[config.mk]
export PLATFORM = sky130hd
export DESIGN_NAME = dmem_arbiter
export DESIGN_NICKNAME = d
export VERILOG_FILES = /design/src/rtl/dmem_arbiter.sv
export SDC_FILE = /design/constraint.sdc
export NUM_CORES = 1
export LEC_CHECK = 0
export CAP_MARGIN = 15
export CELL_PAD_IN_SITES_DETAIL_PLACEMENT = 1
export CELL_PAD_IN_SITES_GLOBAL_PLACEMENT = 1
export CORE_MARGIN = 8
export CORE_UTILIZATION = 20
export DETAILED_ROUTE_END_ITERATION = 10
export MAX_ROUTING_LAYER = met4
export PLACE_DENSITY = 0.93
export REMOVE_ABC_BUFFERS = 1
export SLEW_MARGIN = 20
export SYNTH_ARGS = -nofsm -noshare
export SYNTH_HDL_FRONTEND = slang
export SYNTH_SLANG_ARGS = --single-unit
[constraint.sdc]
create_clock -name clk -period 4.7 [get_ports clk]
set_clock_uncertainty 0.05 [all_clocks]
set_input_delay 0.94 -clock clk [delete_from_list [all_inputs] [get_ports clk]]
set_output_delay 0.94 -clock clk [all_outputs]
set_load 0.03 [all_outputs]
[src/rtl/dmem_arbiter.sv]
// Shares the single data-memory port between the CPU MEM stage and a DMA/loader.
// The CPU has priority; a saturating wait counter forces a DMA grant after MAX_WAIT lost cycles.
module dmem_arbiter #(
   parameter int MAX_WAIT = 4
) (
   input  logic        clk,
   input  logic        rst,
   input  logic        cpu_mem_read,
   input  logic        cpu_mem_write,
   input  logic [31:0] cpu_addr,
   input  logic [31:0] cpu_wdata,
   output logic [31:0] cpu_rdata,
   output logic        cpu_stall,
   input  logic        dma_valid,
   input  logic        dma_we,
   input  logic [31:0] dma_addr,
   input  logic [31:0] dma_wdata,
   output logic        dma_ready,
   output logic        dma_rvalid,
   output logic [31:0] dma_rdata,
   output logic        mem_we,
   output logic [31:0] mem_addr,
   output logic [31:0] mem_wd,
   input  logic [31:0] mem_rd
);

   localparam logic [3:0] WAIT_LIMIT = 4'(MAX_WAIT);

   logic [3:0]  wait_cnt_reg;
   logic [3:0]  wait_cnt_next;
   logic        cpu_req;
   logic        dma_grant;
   logic        dma_rd_accept;
   logic        dma_rvalid_reg;
   logic [31:0] dma_rdata_reg;

   // Grant decision and port mux; the idle/reset default keeps the CPU fields on the port.
   always_comb begin
      cpu_req       = cpu_mem_read | cpu_mem_write;
      dma_grant     = 1'b0;
      dma_ready     = 1'b0;
      cpu_stall     = 1'b0;
      mem_we        = 1'b0;
      mem_addr      = cpu_addr;
      mem_wd        = cpu_wdata;
      wait_cnt_next = wait_cnt_reg;
      if (rst) begin
         wait_cnt_next = 4'd0;
      end else begin
         dma_grant = dma_valid && (!cpu_req || (wait_cnt_reg >= WAIT_LIMIT));
         if (dma_grant) begin
            dma_ready = 1'b1;
            cpu_stall = cpu_req;
            mem_we    = dma_we;
            mem_addr  = dma_addr;
            mem_wd    = dma_wdata;
         end else begin
            mem_we = cpu_mem_write;
         end
         // The counter only advances on cycles the DMA actually loses to the CPU.
         if (!dma_valid || dma_grant) begin
            wait_cnt_next = 4'd0;
         end else if (wait_cnt_reg < WAIT_LIMIT) begin
            wait_cnt_next = wait_cnt_reg + 4'd1;
         end
      end
   end

   assign dma_rd_accept = dma_ready & ~dma_we;

   always_ff @(posedge clk) begin
      if (rst) begin
         wait_cnt_reg   <= 4'd0;
         dma_rvalid_reg <= 1'b0;
         dma_rdata_reg  <= 32'd0;
      end else begin
         wait_cnt_reg   <= wait_cnt_next;
         dma_rvalid_reg <= dma_rd_accept;
         if (dma_rd_accept) begin
            dma_rdata_reg <= mem_rd;
         end
      end
   end

   assign cpu_rdata  = mem_rd;
   assign dma_rvalid = dma_rvalid_reg;
   assign dma_rdata  = dma_rdata_reg;

endmodule

==> parameters.txt, run 1 <==
Parameter                              Value

Drt
  Number of vias per cell ... 4.17
  First-pass iteration count of the detailed router ... 4
  Number of DRC violations after detailed routing ... 0
  Sum of routed wire length over all layers ... around 15000 um
  DRT antenna net count ... 0
  Starting DRT DRC Count ... 65
  Number of vias in the routed layout ... approximately 2.9k
  Average wire per standard cell ... 21.6 um

STA
  Endpoints failing hold ... 0
  Max Transition Viols Final ... 0
  Min Clock Period, post-route ... ~4200 ps
  Sum of negative setup slack ... 0 ps
  Slew at the pin closest to its max-slew limit ... approximately 1000 ps
  Fraction of the cycle the final worst path needs ... 89.9%
  Setup-violating endpoint count in the final report ... 0
  Relative slew margins ... between 30% and 40%
  RSZ-0062 raised after global routing ... no
  Maximum frequency from static timing analysis ... roughly 240 MHz

Clock network
  Number of cells upsized or downsized after cts ... 0
  Clock slew seen by the registers of the worst setup and hold paths ... approximately 50 ps
  Number of setup buffers added after CTS ... 0
  Number of clock buffers inserted by TritonCTS ... 5
  Maximum level of the CTS H-tree ... 2
  Buffer levels on the longest clock path ... 2
  Clock tree from TritonCTS ... yes
  Hold buffers post-CTS ... 0
  Clock tree sinks ... 37
  Root cell of the clock tree ... sky130_fd_sc_hd__clkbuf_16
  Worst skew pair latency ... between 200 and 300 ps

Place
  Count of buffers inserted at the top-level ports ... 297
  Area of placed instances ... 5530 um^2
  Final estimated routing congestion in global placement ... roughly 0.84
  HPWL Detailed ... around 13000 um

Setup path
  Category of the most critical setup path ... in -> out
  Data arrival time of the worst path ... roughly 3200 ps
  Critical Path Fanout Max ... 66
  Category of the worst setup path launch point ... input pin
  Number of cells on the worst reg-to-reg path ... 2
  Worst setup slack for register-to-register paths ... 2870 ps
  Endpoint kind of the worst setup timing path ... output pin
  Data required time of the critical path ... between 3000 and 4000 ps

Cells and area
  Share of the core filled with cells ... a little over two fifths
  Area added between synthesis and finish ... 109%
  Layout cell share with drive strength beyond 1 ... 20.3%
  Max FFs per register ... 32
  Final-layout fill cell count ... 1494
  Final-stage net count ... about 700
  Final Cell Area ... 5670 um^2

Logic synthesis
  Average size of a mapped cell ... a little over 10 um^2
  Distinct cell type count of the synthesized netlist ... 23
  Total number of yosys warnings ... 0
  Synthesized instance count ... between 200 and 300
  Top-area cell type share of the netlist area ... 27.3%
  Most used flip-flop cell after synthesis ... sky130_fd_sc_hd__dfxtp_1
  FFs w/ async S/R, synth ... 0%
  Register bit count reported by yosys ... 37
  Cell type with the highest aggregate area in the netlist ... sky130_fd_sc_hd__dfxtp_1
  Number of synthesized flops with an enable pin ... 0
  Post-Syn Area ... 2710 um^2
  Top cells by area, synth ... sky130_fd_sc_hd__dfxtp_1, sky130_fd_sc_hd__mux2_4, sky130_fd_sc_hd__mux2i_1
  Sequential-to-total area share from yosys stat ... a little over a quarter

Floorplan
  Height of the die ... 132 um
  Die Width ... ~130 um
  Starting Density ... 20.5%
  Boundary pin count ... roughly 300
  # rows ... 42
  Die Area ... 17600 um^2
  Placeable core region ... ~13000 um^2

GRT
  Wire length of the first global-routing pass ... between 20000 and 25000 um
  M3 GR Usage ... 5.94%
  Met2 GRT Util ... between 30% and 40%
  Pin count of the biggest net entering global routing ... 67
  Highest-utilization routing layer at the global route stage ... met2
  Global-route total usage across every layer ... 16.9%
  Met1 track utilization from global routing ... approximately 17%
  Congestion Overflow GR ... 0
  Via count of the first global-routing pass ... 3448
  Number of antenna violations at the first check in global routing ... 2

Power
  Total power density per cell area ... 218 nW/um^2
  Leak Pwr ... between 2 and 2.5 nW
  Peak supply drop ... around 180 uV

Worst hold path
  Classification of the worst-slack hold path ... reg -> reg
  Number of cells on the worst hold path ... 1

Job
  Max-cap viol count ... 0

Run status
  Run status ... finished clean
## path summary, 6_finish.rpt
check,start,end
setup reg to reg,wait_cnt_reg[2]$_SDFFE_PP0N_,dma_rdata[7]$_SDFFE_PP0P_
setup / recovery,cpu_mem_write,mem_wd[1]
hold / removal,wait_cnt_reg[0]$_SDFFE_PP0N_,wait_cnt_reg[0]$_SDFFE_PP0N_
hold reg to reg,wait_cnt_reg[0]$_SDFFE_PP0N_,wait_cnt_reg[0]$_SDFFE_PP0N_
## cells in the mapped netlist (3+ instances only)
library cell and instances:
sky130_fd_sc_hd__clkbuf_1 6, sky130_fd_sc_hd__mux2i_1 32, sky130_fd_sc_hd__nand2_1 66, sky130_fd_sc_hd__nor2_1 5, sky130_fd_sc_hd__buf_6 4, sky130_fd_sc_hd__mux2_2 26
sky130_fd_sc_hd__inv_1 5, sky130_fd_sc_hd__dfxtp_1 37, sky130_fd_sc_hd__buf_4 34, sky130_fd_sc_hd__buf_12 3, sky130_fd_sc_hd__mux2_4 38
## final cells by class
class                   count  area, um^2  area share (%)
clock buffers               7         143            2.51
inverters                   5        18.8           0.331
flip-flops and latches     37         741            13.1
multi-input cells         178        1550            27.3
diodes                      2        5.00          0.0882
repair buffers            299        3000            52.8
well taps                 176         220            3.88
## layer usage
| layer | wire, um | share of wire, % |
|---|---|---|
| met1 | 5970 | 39 |
| met2 | 7640 | 50 |
| met3 | 1330 | 8.8 |
| met4 | 248 | 1.6 |
| met5 | 0 | 0 |
## stage by stage
stage	worst slack (ps)	cells	power (mW)	hold slack (ps)
3_3_place_gp	541	695	0.907	356
2_1_floorplan	-185	220	0.569	349
6_report	472	704	1.24	369
5_1_grt	390	704	1.29	394
3_5_place_dp	462	695	0.917	368
4_1_cts	459	702	1.26	376
## kinds of logic (layout without fill, tap and decap cells)
logic type	Yosys count	in the layout	share of synthesized area, %
AO/OA/AOI/OAI	7	7	2.49
adder cells (fa/ha/maj)	1	1	0.461
buffers and inverters	55	311	15.7
flip-flops	37	37	27.3
multiplexers	96	96	43.6
other	1	3	0.138
AND/OR/NAND/NOR	73	73	10.3
## cell usage in the layout, fill, tap and decap left out, types with 2 or more instances in the layout
cell                              synthesis  layout
sky130_fd_sc_hd__diode_2                  0       2
sky130_fd_sc_hd__dfxtp_1                 37      37
sky130_fd_sc_hd__clkdlybuf4s50_1          0     266
sky130_fd_sc_hd__nor2_1                   5       5
sky130_fd_sc_hd__clkbuf_16                0       5
sky130_fd_sc_hd__mux2_2                  26      26
sky130_fd_sc_hd__buf_4                   34      26
sky130_fd_sc_hd__a21oi_1                  2       2
sky130_fd_sc_hd__inv_1                    5       4
sky130_fd_sc_hd__buf_12                   3       7
sky130_fd_sc_hd__mux2_4                  38      38
sky130_fd_sc_hd__mux2i_1                 32      32
sky130_fd_sc_hd__nand2_1                 66      66
## worst max-delay path, cell delays in order
cell                              delay, ps
sky130_fd_sc_hd__clkdlybuf4s50_1        530
sky130_fd_sc_hd__nor2_2                  90
sky130_fd_sc_hd__o311ai_4               250
sky130_fd_sc_hd__buf_12                 390
sky130_fd_sc_hd__mux2_2                 400
sky130_fd_sc_hd__clkdlybuf4s50_1        630
## power breakdown
part           total (mW)  internal [mW]  switching [mW]
Combinational       0.574          0.305           0.269
Clock               0.328          0.208           0.120
Sequential          0.334          0.327         0.00724
Total                1.24          0.840           0.397
Note: power is estimated with default switching activity, not from simulation.
==> run 2: changes to the inputs <==
CORE_MARGIN = 4   (was 8)
==> parameters.txt, run 2 (same netlist as run 1, synthesis figures left out) <==
Parameter                              Value

GRT
  Number of antenna violations at the first check in global routing ... 1
  Pin count of the biggest net entering global routing ... 67
  Congestion Overflow GR ... 0
  Global-route total usage across every layer ... between 15 and 20%
  Wire length of the first global-routing pass ... 20700 um
  Via count of the first global-routing pass ... roughly 3.4k

Drt
  DRT antenna net count ... 0
  Average wire per standard cell ... 19.5 um
  Number of vias in the routed layout ... 2922
  First-pass iteration count of the detailed router ... 4
  Number of vias per cell ... about 4.1
  Starting DRT DRC Count ... between 100 and 150
  Sum of routed wire length over all layers ... 13800 um
  Number of DRC violations after detailed routing ... 0

Power
  Sum of internal, switching and leakage power ... approximately 1.2 mW
  Leak Pwr ... 2.33 nW
  Peak supply drop ... 171 uV
  Total power density per cell area ... between 200 and 250 nW/um^2

STA
  Min Clock Period, post-route ... ~4300 ps
  Endpoints failing hold ... 0
  Max Transition Viols Final ... 0
  Slew at the pin closest to its max-slew limit ... ~1100 ps
  Smallest hold slack ... between 300 and 400 ps
  RSZ-0062 raised after global routing ... no
  Setup-violating endpoint count in the final report ... 0
  Fraction of the cycle the final worst path needs ... between 90 and 100%
  Relative slew margins ... between 20 and 30%
  Maximum frequency from static timing analysis ... between 200 and 250 MHz

Job
  Max-cap viol count ... 0

Setup path
  Category of the worst setup path launch point ... input pin
  Critical Path Fanout Max ... 22
  Data required time of the critical path ... roughly 3700 ps
  Endpoint kind of the worst setup timing path ... output pin
  Worst setup slack for register-to-register paths ... 2860 ps
  Data arrival time of the worst path ... ~3300 ps
  Category of the most critical setup path ... in -> out

Clock network
  Number of setup buffers added after CTS ... 0
  Clock tree sinks ... 37
  Worst skew pair latency ... ~270 ps
  Buffer levels on the longest clock path ... 2
  Clock tree from TritonCTS ... yes
  Clock slew seen by the registers of the worst setup and hold paths ... around 50 ps
  Root cell of the clock tree ... sky130_fd_sc_hd__clkbuf_16
  Number of clock buffers inserted by TritonCTS ... 5
  Maximum level of the CTS H-tree ... 2
  Number of cells upsized or downsized after cts ... 0
  Hold buffers post-CTS ... 0

Floorplan
  Placeable core region ... approximately 13000 um^2
  Boundary pin count ... around 300
  Starting Density ... 20.5%
  Die Area ... ~15000 um^2
  Die Width ... roughly 120 um
  Height of the die ... roughly 120 um
  # rows ... 42

Cells and area
  Layout cell share with drive strength beyond 1 ... between 20 and 25%
  Most common library cell in the layout ignoring fill and taps ... sky130_fd_sc_hd__clkdlybuf4s50_1
  Area added between synthesis and finish ... 108%
  Share of the core filled with cells ... between 40% and 50%
  Max FFs per register ... 32
  Final-stage net count ... 694
  Final Cell Area ... between 5000 and 6000 um^2
  Final non-filler cell total ... slightly above 700
  Final-layout fill cell count ... between 1.5k and 2k
  Top library cells by usage in the layout, fill and taps aside ... sky130_fd_sc_hd__clkdlybuf4s50_1, sky130_fd_sc_hd__nand2_1, sky130_fd_sc_hd__mux2_4, sky130_fd_sc_hd__dfxtp_1, sky130_fd_sc_hd__buf_4

Place
  Final estimated routing congestion in global placement ... ~0.9
  Count of buffers inserted at the top-level ports ... around 300
  Placed Cells incl. Taps ... 696
  HPWL Detailed ... roughly 12000 um
  Area of placed instances ... between 5000 and 6000 um^2

Run status
  Run status ... finished clean

Worst hold path
  Classification of the worst-slack hold path ... reg -> reg
==> run 2: worst paths after layout <==
check / start / end / cells after the start
worst max-delay path: cpu_mem_write / mem_wd[17] / 6
worst min-delay path: wait_cnt_reg[0]$_SDFFE_PP0N_ / wait_cnt_reg[0]$_SDFFE_PP0N_ / 1
worst max register to register: wait_cnt_reg[2]$_SDFFE_PP0N_ / dma_rdata[26]$_SDFFE_PP0P_ / 2
worst min register to register: wait_cnt_reg[0]$_SDFFE_PP0N_ / wait_cnt_reg[0]$_SDFFE_PP0N_ / 1
==> run 2: final cells by class <==
class                   instances  area [um^2]  share of cell area [%]
diodes                          1         2.50                  0.0443
clock buffers                   6          129                    2.28
clock inverters                 2         10.0                   0.177
inverters                       5         18.8                   0.332
multi-input cells             178         1550                    27.4
flip-flops and latches         37          741                    13.1
well taps                     176          220                    3.89
repair buffers                300         2990                    52.8
==> run 2: critical path: stages <==
cell and delay [ps]:
sky130_fd_sc_hd__clkdlybuf4s50_1 560, sky130_fd_sc_hd__nor2_2 100, sky130_fd_sc_hd__o311ai_4 310, sky130_fd_sc_hd__buf_4 390, sky130_fd_sc_hd__mux2_2 390, sky130_fd_sc_hd__clkdlybuf4s50_1 600
==> run 2: metal layers <==
metal | wire [um] | GRT usage, % | share of wire, %
met5 | 0 | - | 0
met2 | 6850 | 29.9 | 50
met3 | 917 | 5.40 | 6.7
met1 | 5590 | 20.1 | 41
met4 | 403 | 5.74 | 2.9
==> run 2: per-stage QoR <==
stage | worst slack (ps) | setup TNS [ps]
2_1_floorplan | -185 | -4290
3_3_place_gp | 520 | 0
3_5_place_dp | 430 | 0
4_1_cts | 423 | 0
5_1_grt | 348 | 0
6_report | 413 | 0
==> run 2: where the power goes <==
part / switching, mW / internal [mW]
Combinational: 0.267 / 0.303
Sequential: 0.00700 / 0.327
Clock: 0.127 / 0.195
Total: 0.401 / 0.824
==> run 3: changes to the inputs <==
CELL_PAD_IN_SITES_DETAIL_PLACEMENT = default   (was 1)
CELL_PAD_IN_SITES_GLOBAL_PLACEMENT = default   (was 1)
CORE_AREA = 4 4 114 116   (was default)
CORE_MARGIN = default   (was 4)
CORE_UTILIZATION = default   (was 20)
DIE_AREA = 0 0 118 120   (was default)
PLACE_DENSITY = 0.74   (was 0.93)
==> parameters.txt, run 3 (same netlist as run 1, synthesis figures left out) <==
Parameter                              Value

Run status
  Run status ... finished clean

Cells and area
  Share of the core filled with cells ... 47.9%
  Final-stage net count ... roughly 700
  Layout cell share with drive strength beyond 1 ... slightly above 20%
  Area added between synthesis and finish ... 110%
  Count of inserted antenna diode cells ... 0
  Max FFs per register ... 32
  Most common library cell in the layout ignoring fill and taps ... sky130_fd_sc_hd__clkdlybuf4s50_1
  Final-layout fill cell count ... 1110
  Final Cell Area ... between 5000 and 6000 um^2
  Top library cells by usage in the layout, fill and taps aside ... sky130_fd_sc_hd__clkdlybuf4s50_1, sky130_fd_sc_hd__nand2_1, sky130_fd_sc_hd__mux2_4, sky130_fd_sc_hd__dfxtp_1, sky130_fd_sc_hd__mux2i_1

Clock network
  Clock slew seen by the registers of the worst setup and hold paths ... around 60 ps
  Clock tree sinks ... 37
  Worst skew pair latency ... around 270 ps
  Hold buffers post-CTS ... 0
  Clock tree from TritonCTS ... yes
  Buffer levels on the longest clock path ... 2
  Number of setup buffers added after CTS ... 0
  Root cell of the clock tree ... sky130_fd_sc_hd__clkbuf_16
  Number of clock buffers inserted by TritonCTS ... 5
  Number of cells upsized or downsized after cts ... 0
  Maximum level of the CTS H-tree ... 2

Floorplan
  Die Area ... roughly 14000 um^2
  Starting Density ... 22.8%
  # rows ... 40
  Boundary pin count ... between 200 and 300
  Die Width ... 118 um
  Placeable core region ... ~12000 um^2
  Height of the die ... roughly 120 um

STA
  Fraction of the cycle the final worst path needs ... between 80% and 90%
  Maximum frequency from static timing analysis ... 238 MHz
  Setup-violating endpoint count in the final report ... 0
  Max Transition Viols Final ... 0
  Smallest hold slack ... between 300 and 400 ps
  Post-route worst setup slack ... just under 500 ps
  Endpoints failing hold ... 0
  RSZ-0062 raised after global routing ... no
  Slew at the pin closest to its max-slew limit ... ~1100 ps
  Min Clock Period, post-route ... 4210 ps
  Relative slew margins ... 28.0%

Setup path
  Data arrival time of the worst path ... 3220 ps
  Category of the most critical setup path ... in -> out
  Number of cells on the worst reg-to-reg path ... 2
  Worst setup slack for register-to-register paths ... 2860 ps
  Worst path top cell family by delay ... buffers and inverters
  Sum of buffers and inverters on the critical path ... 3
  Category of the worst setup path launch point ... input pin
  Worst stage delay on the critical path ... a little over 600 ps
  Reg-to-Reg End ... dma_rdata[14]$_SDFFE_PP0P_
  Critical Path Fanout Max ... 53
  Ordered list of cells on the worst path ... clkdlybuf4s50_1, nor2_2, o311ai_4, buf_12, mux2_4, clkdlybuf4s50_1
  Cell repeated most along the worst path ... sky130_fd_sc_hd__clkdlybuf4s50_1
  Reg2Reg Launch Point ... wait_cnt_reg[2]$_SDFFE_PP0N_
  Cell with the largest stage delay on the worst path ... sky130_fd_sc_hd__clkdlybuf4s50_1
  Endpoint kind of the worst setup timing path ... output pin
  Data required time of the critical path ... 3710 ps

Power
  Peak supply drop ... roughly 160 uV
  Leak Pwr ... around 2.3 nW
  Sum of internal, switching and leakage power ... 1.29 mW
  Total power density per cell area ... 226 nW/um^2

Worst hold path
  Hold path endpoint ... wait_cnt_reg[0]$_SDFFE_PP0N_
  Classification of the worst-slack hold path ... reg -> reg
  Number of cells on the worst hold path ... 1
  Startpoint of the lowest-slack hold path ... wait_cnt_reg[0]$_SDFFE_PP0N_

Drt
  Starting DRT DRC Count ... 108
  DRT antenna net count ... 0
  Sum of routed wire length over all layers ... around 12000 um
  Number of vias in the routed layout ... approximately 2.9k
  Number of vias per cell ... 4.31
  Number of DRC violations after detailed routing ... 0
  Average wire per standard cell ... 18.3 um
  First-pass iteration count of the detailed router ... 4

Place
  Area of placed instances ... between 5000 and 6000 um^2
  HPWL Detailed ... approximately 10000 um
  Pre-CTS setup slack ... ~520 ps
  Count of buffers inserted at the top-level ports ... roughly 300
  Final estimated routing congestion in global placement ... ~0.84

GRT
  Global-route total usage across every layer ... between 10% and 20%
  Via count of the first global-routing pass ... 3115
  Wire length of the first global-routing pass ... about 18000 um
  Congestion Overflow GR ... 0
  Pin count of the biggest net entering global routing ... 67
  Number of antenna violations at the first check in global routing ... 0

Job
  Max-cap viol count ... 0
[run 3: cell types whose count changed in the layout (fill, tap and decap cells not counted)]
cell / delta
sky130_fd_sc_hd__clkinvlp_4: +1
sky130_fd_sc_hd__buf_4: -13
sky130_fd_sc_hd__clkdlybuf4s50_1: +10
sky130_fd_sc_hd__diode_2: -1
sky130_fd_sc_hd__clkinv_4: +1
sky130_fd_sc_hd__buf_12: +3
sky130_fd_sc_hd__clkbuf_1: -1
sky130_fd_sc_hd__clkinv_2: -2
sky130_fd_sc_hd__bufinv_16: +1
[run 3: cell type report]
class	count	area [um^2]	share of cell area, %
repair buffers	300	3050	53.4
multi-input cells	178	1550	27.1
flip-flops and latches	37	741	13.0
well taps	147	184	3.22
clock buffers	5	125	2.19
clock inverters	3	46.3	0.811
inverters	5	18.8	0.329
[run 3: routing by layer]
layer  wire, um  global-route usage, %
met1       5010                   19.2
met2       6000                   28.0
met3       1130                   5.89
met4        173                   4.18
met5          0                      -
[run 3: where the power goes]
part / internal [mW] / total [mW] / switching, mW
registers: 0.327 / 0.334 / 0.00701
clock network: 0.251 / 0.384 / 0.133
logic: 0.309 / 0.572 / 0.263
total: 0.887 / 1.29 / 0.402
[run 3: stage by stage]
step,instances,setup TNS [ps]
floorplan,220,-4290
global placement,667,0
detailed placement,667,0
CTS,675,0
global route,675,0
finish,675,0
[run 3: how the worst max path moves through the flow]
stage / end / slack (ps) / cells after the start / from
2_1_floorplan: cpu_stall / -180 / 3 / rst
3_3_place_gp: mem_addr[1] / 610 / 6 / cpu_mem_write
3_5_place_dp: mem_addr[5] / 520 / 6 / cpu_mem_write
4_1_cts: mem_addr[5] / 510 / 6 / cpu_mem_write
5_1_grt: mem_addr[3] / 460 / 6 / cpu_mem_write
6_report: mem_addr[5] / 490 / 6 / cpu_mem_write
